### src/rtl/fifo_pkg.sv
// Shared FIFO pointer helpers: default geometry, synchroniser depth and
// binary/Gray conversions sized for any pointer up to PTR_MAX_W bits.
package fifo_pkg;

  localparam int FIFO_ADDR_SIZE = 4;
  localparam int SYNC_STAGES    = 2;
  localparam int PTR_MAX_W      = 32;

  typedef logic [PTR_MAX_W-1:0] ptr_word_t;

  function automatic ptr_word_t bin2gray(input ptr_word_t bin);
    return bin ^ (bin >> 1);
  endfunction

  // Zero-extended Gray codes convert correctly because the upper bits stay 0.
  function automatic ptr_word_t gray2bin(input ptr_word_t gray);
    ptr_word_t bin;
    bin[PTR_MAX_W-1] = gray[PTR_MAX_W-1];
    for (int i = PTR_MAX_W - 2; i >= 0; i--) begin
      bin[i] = bin[i+1] ^ gray[i];
    end
    return bin;
  endfunction

endpackage

### src/rtl/ptr_sync_2ff.sv
// Multi-flop synchroniser for a Gray-coded pointer crossing into clk.
// Shared by the write and read sides of the FIFO.
module ptr_sync_2ff
  import fifo_pkg::*;
#(
  parameter int WIDTH = FIFO_ADDR_SIZE + 1
) (
  input  logic             clk,
  input  logic             reset_n,
  input  logic [WIDTH-1:0] d,
  output logic [WIDTH-1:0] q
);

  logic [WIDTH-1:0] stage [SYNC_STAGES];

  always_ff @(posedge clk or negedge reset_n) begin
    if (!reset_n) begin
      for (int i = 0; i < SYNC_STAGES; i++) begin
        stage[i] <= '0;
      end
    end else begin
      stage[0] <= d;
      for (int i = 1; i < SYNC_STAGES; i++) begin
        stage[i] <= stage[i-1];
      end
    end
  end

  assign q = stage[SYNC_STAGES-1];

endmodule

### src/rtl/fifo_wptr_full.sv
// Write-side pointer and full/almost-full logic of an async FIFO.
// Optional sticky overflow flag enabled by macro FIFO_OVERFLOW_FLAG_EN.
module fifo_wptr_full
  import fifo_pkg::*;
#(
  parameter int ADDR_SIZE = FIFO_ADDR_SIZE,
  parameter int AF_THRESH = 2
) (
  input  logic                 clk,
  input  logic                 reset_n,
  input  logic                 wr_req,
  input  logic [ADDR_SIZE:0]   rptr_gray_async,
  output logic                 wr_en_mem,
  output logic [ADDR_SIZE-1:0] waddr,
  output logic [ADDR_SIZE:0]   wptr_gray,
  output logic                 full,
  output logic                 almost_full,
  output logic [ADDR_SIZE:0]   wr_level,
  output logic                 overflow
);

  localparam int PW = ADDR_SIZE + 1;
  localparam logic [ADDR_SIZE:0] DEPTH = {1'b1, {ADDR_SIZE{1'b0}}};

  logic [ADDR_SIZE:0] rq2;
  logic [ADDR_SIZE:0] rq2_bin;
  logic [ADDR_SIZE:0] wbin;
  logic [ADDR_SIZE:0] wbin_next;
  logic [ADDR_SIZE:0] wgray_next;
  logic [ADDR_SIZE:0] full_match;
  logic [ADDR_SIZE:0] level_next;
  logic [ADDR_SIZE:0] free_next;
  logic               wr_inc;
  logic               full_next;
  logic               almost_full_next;

  ptr_sync_2ff #(.WIDTH(PW)) u_rptr_sync (
    .clk     (clk),
    .reset_n (reset_n),
    .d       (rptr_gray_async),
    .q       (rq2)
  );

  assign rq2_bin = PW'(gray2bin(ptr_word_t'(rq2)));

  assign wr_inc    = wr_req & ~full;
  // Gating with reset_n keeps the memory from writing while the pointer is held in reset.
  assign wr_en_mem = wr_inc & reset_n;
  assign waddr     = wbin[ADDR_SIZE-1:0];
  assign wr_level  = wbin - rq2_bin;

  assign wbin_next  = wbin + {{ADDR_SIZE{1'b0}}, wr_inc};
  assign wgray_next = PW'(bin2gray(ptr_word_t'(wbin_next)));

  // Full when the write pointer has lapped the read pointer exactly once.
  assign full_match = {~rq2[ADDR_SIZE:ADDR_SIZE-1], rq2[ADDR_SIZE-2:0]};
  assign full_next  = (wgray_next == full_match);

  assign level_next       = wbin_next - rq2_bin;
  assign free_next        = DEPTH - level_next;
  assign almost_full_next = (free_next <= PW'(AF_THRESH));

  always_ff @(posedge clk or negedge reset_n) begin
    if (!reset_n) begin
      wbin        <= '0;
      wptr_gray   <= '0;
      full        <= 1'b0;
      almost_full <= 1'b0;
    end else begin
      wbin        <= wbin_next;
      wptr_gray   <= wgray_next;
      full        <= full_next;
      almost_full <= almost_full_next;
    end
  end

`ifdef FIFO_OVERFLOW_FLAG_EN
  always_ff @(posedge clk or negedge reset_n) begin
    if (!reset_n) begin
      overflow <= 1'b0;
    end else if (wr_req && full) begin
      overflow <= 1'b1;
    end
  end
`else
  assign overflow = 1'b0;
`endif

endmodule
### config.mk
export PLATFORM = sky130hd
export DESIGN_NAME = fifo_wptr_full
export DESIGN_NICKNAME = d
export VERILOG_FILES = /design/src/rtl/fifo_pkg.sv /design/src/rtl/ptr_sync_2ff.sv /design/src/rtl/fifo_wptr_full.sv
export SDC_FILE = /design/constraint.sdc
export NUM_CORES = 1
export LEC_CHECK = 0
export BUFFER_PORTS_ARGS = -buffer_cell sky130_fd_sc_hd__clkbuf_2
export CORE_AREA = 2 2 51 53
export CTS_CLUSTER_SIZE = 10
export DETAILED_ROUTE_END_ITERATION = 16
export DIE_AREA = 0 0 53 55
export PLACE_DENSITY = 0.88
export SLEW_MARGIN = 10
export SYNTH_ARGS = -nofsm -noshare
export SYNTH_HDL_FRONTEND = slang
export SYNTH_SLANG_ARGS = --single-unit
export TNS_END_PERCENT = 100
### constraint.sdc
create_clock -name clk -period 8.3 [get_ports clk]
set_input_delay 1.66 -clock clk [delete_from_list [all_inputs] [get_ports clk]]
set_output_delay 1.66 -clock clk [all_outputs]
set_load 0.02 [all_outputs]
Word level (Yosys, flattened, before mapping)
Cells that the tools add are included.
Widths: inputs -> output; s select.
{"block": "classes", "add_sub_neg": 4, "bitwise": 9, "n_lt_le_gt_ge": 1, "n_eq_ne": 1}
{"operator": "$sub 5x5->5", "n": 2}
{"operator": "$add 5x1->5", "n": 1}
{"operator": "$eq 5x5->1", "n": 1}
{"operator": "$le 5x2->1 const B", "n": 1}
{"operator": "$sub 5x5->5 const A", "n": 1}
{"operator": "$xor 5x4->5", "n": 1}
{"operator": "$xor 1x1->1", "n": 4}
{"operator": "$and 1x1->1", "n": 2}
{"operator": "$not 2->2", "n": 1}
{"operator": "$not 1->1", "n": 1}
{"block": "word_totals", "reg_bits": 22, "word_cells": 21, "input_bits": 8, "output_inout_bits": 18}

Logic depth before layout (Yosys ltp)
{"block": "depth", "ltp_word": 7, "depth_mapped": 15, "depth_no_buf": 14}

Cells and area by module
Synthesis repeated with hierarchy kept, for this count alone.
{"block": "hier_totals", "hier_cells": 119, "hier_area_um2": 1305.0}
{"mod": "fifo_wptr_full", "seq_area_each_um2": 275.3, "n_inst": 1, "area_per_inst_um2": 1017.2, "cells_per_inst": 104}
{"mod": "ptr_sync_2ff", "seq_area_each_um2": 250.2, "n_inst": 1, "area_per_inst_um2": 287.8, "cells_per_inst": 15}

Least setup slack after synthesis
OpenSTA, ideal clock, no wires.
{"block": "synth_timing", "path_kind": "input-to-reg", "start": "input port wr_req", "end": "register almost_full", "setup_time_ps": 77, "t_required_ps": 8223, "slack_ps": 4200, "cell_stages": 12, "arrival_time_ps": 4022, "n_path_buf": 1, "cell_sequence": "nor2b_1 > ha_1 > ha_1 > buf_2 > xnor2_1 > ha_1 > inv_1 > fa_1 > nand2b_1 > nand2b_1 > a211o_1 > a21oi_1"}
{"block": "synth_between", "elab_chain_cells": 5}
{"item": "from (decl)", "line": "fifo_wptr_full.sv:11", "source": "input logic wr_req,"}
{"item": "$and 1x1->1", "line": "fifo_wptr_full.sv:46", "source": "assign wr_inc = wr_req & ~full;"}
{"item": "$add 5x1->5", "line": "fifo_wptr_full.sv:52", "source": "assign wbin_next = wbin + {{ADDR_SIZE{1'b0}}, wr_inc};"}
{"item": "$sub 5x5->5", "line": "fifo_wptr_full.sv:59", "source": "assign level_next = wbin_next - rq2_bin;"}
{"item": "$sub 5x5->5", "line": "fifo_wptr_full.sv:60", "source": "assign free_next = DEPTH - level_next;"}
{"item": "$le 5x2->1", "line": "fifo_wptr_full.sv:61", "source": "assign almost_full_next = (free_next <= PW'(AF_THRESH));"}
{"item": "named net almost_full_next", "line": "fifo_wptr_full.sv:35", "source": "logic almost_full_next;"}
{"item": "to (signal assigned)", "line": "fifo_wptr_full.sv:73", "source": "almost_full <= almost_full_next;"}
{"item": "to (decl)", "line": "fifo_wptr_full.sv:17", "source": "output logic almost_full,"}
The timed path passes the listed nets, and every way through them passes these cells.

Worst setup path after layout
{"block": "layout_timing", "start": "register u_rptr_sync.stage, in the netlist u_rptr_sync.q[2]", "end": "output port wr_level[4]"}
{"block": "layout_between", "elab_chain_cells": 4}
{"item": "from (decl)", "line": "ptr_sync_2ff.sv:14", "source": "logic [WIDTH-1:0] stage [SYNC_STAGES];"}
{"item": "from (signal, indexed assignment)", "line": "ptr_sync_2ff.sv:24", "source": "stage[i] <= stage[i-1];"}
{"item": "$xor 1x1->1 (*)", "line": "fifo_pkg.sv:20", "source": "bin[i] = bin[i+1] ^ gray[i];"}
{"item": "$xor 1x1->1 (2 in series)", "line": "fifo_pkg.sv:20"}
{"item": "$sub 5x5->5 (*)", "line": "fifo_wptr_full.sv:50", "source": "assign wr_level = wbin - rq2_bin;"}
{"item": "to (decl)", "line": "fifo_wptr_full.sv:18", "source": "output logic [ADDR_SIZE:0] wr_level,"}
Every way passes the cells marked *; elsewhere a longest branch is shown, timed or not.

==> metrics.md <==
| Metric | Value |
|---|---|
| Status | `finished, final reports clean` |
| DRC errors left | `0` |
| Critical path cell sequence | `xnor3_2, xor2_4, xnor2_1, ha_1, inv_1, ha_1, a2111oi_2, nor3_1, xnor2_1, clkbuf_2` |
| Core region area | `around 2400 um2` |
| Post-Syn Nets | `139` |
| Synth top area cells | `sky130_fd_sc_hd__dfrtp_1 (40%), sky130_fd_sc_hd__ha_1 (12%), sky130_fd_sc_hd__xnor2_1 (9.4%), sky130_fd_sc_hd__xor2_1 (6.7%), sky130_fd_sc_hd__inv_1 (3.7%)` |
| Area of the mapped netlist | `approximately 1300 um2` |
| Number of global-route vias before repair | `just over 800` |
| Num ports | `26` |
| Cell count after synthesis | `118` |
| Detailed Routing Iterations Pass 1 | `4` |
| Area of the die | `between 2000 and 3000 um2` |
| Fraction of synthesized cell area taken by the top area cell type | `0.403` |
| Pins Over Slew Limit | `0` |
| Initial Util | `0.552` |
| Area taken by flip-flops and latches | `between 500 and 600 um2` |
| Number of buffers created by CTS | `3` |
| Cell at the root of the clock tree | `sky130_fd_sc_hd__clkbuf_4` |
| Number of nets in the layout | `around 160` |
| Register-to-register setup slack | `5.05 ns` |
| CP Capture Type | `primary output` |
| Total half-perimeter wirelength after legalization and detailed placement | `around 1.8 mm` |
| Quantity of hold-fixing buffers added after cts | `0` |
| Initial antenna violation count | `0` |
| Count of antenna-violating nets left after detailed routing | `0` |
| Peak fanout along the critical path | `7` |
| Slew headroom | `0.591` |
| Via count normalized by instance count | `roughly 5.0` |
| Peak Freq | `0.216 GHz` |
| Post-CTS Resized | `0` |
| Layout Skew | `0.00245 ns` |
| Kind of critical path | `reg -> out` |
| Clock-pin slew of the registers on the worst-case setup and hold paths | `roughly 0.11 ns` |
| Diode count | `0` |
| Depth of the CTS H-tree | `1` |
| Final-report setup violation count | `0` |
| Die extent in y | `55 um` |
| Path class of the lowest-slack min-delay path | `reg -> reg` |
| Kind of cell adding the most delay to the critical path | `XOR/XNOR gates` |
| Total Negative Setup Slacks | `0 ns` |
| DRT Wirelength | `2.26 mm` |
| Maximum number of pins on one net before global-route repair | `23` |
| Total buffers and inverters traversed by the critical path | `2` |
| Number of port buffers | `24` |
| TritonCTS Sinks | `21` |
| Slew of the pin with the lowest slew margin | `roughly 0.6 ns` |
| Detailed Route Iter0 Violations | `11` |
| Worst endpoint required time | `6.64 ns` |
| Maximum clock path buffer count | `2` |
| TritonCTS clock tree | `yes` |
| Buffer count from post-CTS setup fixing | `0` |
| Chip width | `about 53 um` |
| Row Count | `18` |
| Minimum clock period | `about 4.6 ns` |
| Number of different library cells in the post-synthesis netlist | `36` |
| Unrepaired setup endpoints after global routing | `no` |
| Register bit total from synthesis | `21` |
| Total GRT Usage | `0.177` |
| Routed wirelength normalized by instance count | `approximately 13 um` |
| Library cell contributing the largest single delay on the critical path | `sky130_fd_sc_hd__xnor3_2` |
| Worst setup SP type | `register` |
| Global-route wire length before repair | `about 3.6 mm` |
| Weighted congestion at the end of routability-driven global placement | `between 0.7 and 0.8` |
| Final number of hold-violating endpoints | `0` |
| Layout cells sized above 1 | `0.257` |
| Maximum capacitance violations | `0` |
| Arrival time worst endpoint | `2.97 ns` |
| Average cell area after synthesis | `approximately 11 um2` |
| Overflow left after global routing | `0` |
| Area added between synthesis and finish | `11.4%` |
| Area taken by multi-input logic gates | `694 um2` |
| Post-synthesis sequential area ratio | `0.403` |
| Number of vias in the routed layout | `between 800 and 900` |
| Fin crit share | `0.557` |
| Largest area contributor in the netlist | `sky130_fd_sc_hd__dfrtp_1` |
| Max stage delay on crit path | `about 0.55 ns` |
| Number of fillers in the final layout | `206` |
| Clock insertion delay at the later pin of the skew report | `about 0.31 ns` |
| Number of synthesis warnings | `0` |
-- stage by stage --
stage / area [um2] / cells / worst slack (ns) / hold WS (ns) / utilization
final: 1450 / 170 / 3.67 / 0.363 / 0.615
after global routing: 1450 / 170 / 3.47 / 0.375 / 0.615
after CTS: 1450 / 170 / 3.63 / 0.364 / 0.615
after detailed placement: 1430 / 166 / 3.91 / 0.336 / 0.603
after global placement: 1430 / 166 / 4.07 / 0.332 / 0.603
after floorplan: 1310 / 118 / 4.20 / 0.331 / -
-- routing by layer --
| layer | vias to the layer above | GRT usage | share of wire |
|---|---|---|---|
| li1 | 425 | - | - |
| met1 | 404 | 0.195 | 0.39 |
| met2 | 19 | 0.352 | 0.56 |
| met3 | 2 | 0.0242 | 0.042 |
| met4 | 0 | 0.0513 | 0.011 |
| met5 | - | 0 | 0 |
-- Yosys cell counts, drive strengths merged --
cell,number
a21boi,1
xnor3,2
nor3,4
a211o,1
fa,1
a21oi,6
or2,1
buf,3
nand2b,4
xor2,11
conb,1
nand3b,1
o21ai,2
nor2b,1
mux2,1
a21bo,1
a2111oi,2
xnor2,14
nand3,2
o211ai,1
nor2,2
and3,1
o22ai,1
nand2,3
dfrtp,21
maj3,1
clkbuf,3
ha,12
and2,1
inv,13
-- final cells by class --
type / count / share of cell area
multi-input cells: 78 / 0.478
flip-flops and latches: 21 / 0.361
repair buffers: 24 / 0.0826
inverters: 13 / 0.0336
well taps: 30 / 0.0258
clock buffers: 3 / 0.0155
clock inverters: 1 / 0.00344
-- worst reg2reg max path, delay by kind of cell (launching register included) --
family	cells	cell delay (ns)
AND/OR/NAND/NOR	2	0.33
flip-flops	1	0.49
XOR/XNOR	3	1.04
AO/OA/AOI/OAI	2	0.43
buffers and inverters	3	0.18
adder cells (fa/ha/maj)	3	0.73
-- worst paths after layout --
kind / to / from / cells after the start
setup / recovery: wr_level[4] / u_rptr_sync.q[2]$_DFF_PN0_ / 10
hold / removal: u_rptr_sync.q[2]$_DFF_PN0_ / u_rptr_sync.stage[7]$_DFF_PN0_ / 0
setup reg to reg: almost_full$_DFF_PN0_ / u_rptr_sync.q[2]$_DFF_PN0_ / 13
hold reg to reg: u_rptr_sync.q[2]$_DFF_PN0_ / u_rptr_sync.stage[7]$_DFF_PN0_ / 0
max in group asynchronous: u_rptr_sync.q[4]$_DFF_PN0_ / reset_n / 1
min in group asynchronous: wptr_gray[3]$_DFF_PN0_ / reset_n / 1
-- layout by cell type (no fill, tap or decap), drive strengths merged --
cell type and n:
nor2b 1, mux2 1, o21ai 2, o22ai 1, o211ai 1, xor2 11
a211o 1, xnor3 2, nor2 2, xnor2 14, a21oi 6, a21boi 1
ha 12, fa 1, nand2 3, and2 1, a21bo 1, nand2b 4
a2111oi 2, or2 1, and3 1, conb 1, inv 13, nand3b 1
clkinv 1, nor3 4, nand3 2, maj3 1, clkbuf 27, dfrtp 21
-- logic make-up (layout without fill, tap and decap cells) --
kind of cell             count (synthesis)  after routing  share of synthesized area
AND/OR/NAND/NOR                         20             20                     0.0815
AO/OA/AOI/OAI                           15             15                     0.0825
buffers and inverters                   19             41                     0.0652
other                                    1              1                    0.00287
flip-flops                              21             21                      0.403
multiplexers                             1              1                    0.00863
adder cells (fa/ha/maj)                 14             14                      0.139
XOR/XNOR                                27             27                      0.218
-- sequential cells by signal, summed over array words and instances, names as in the netlist --
signal	flops
u_rptr_sync.stage	5
wptr_gray	4
almost_full	1
wbin	5
full	1
u_rptr_sync.q	5
Power is left out: the tool's default activity adds up to more than one toggle a clock period on the data nets, which glitch-free logic cannot reach.
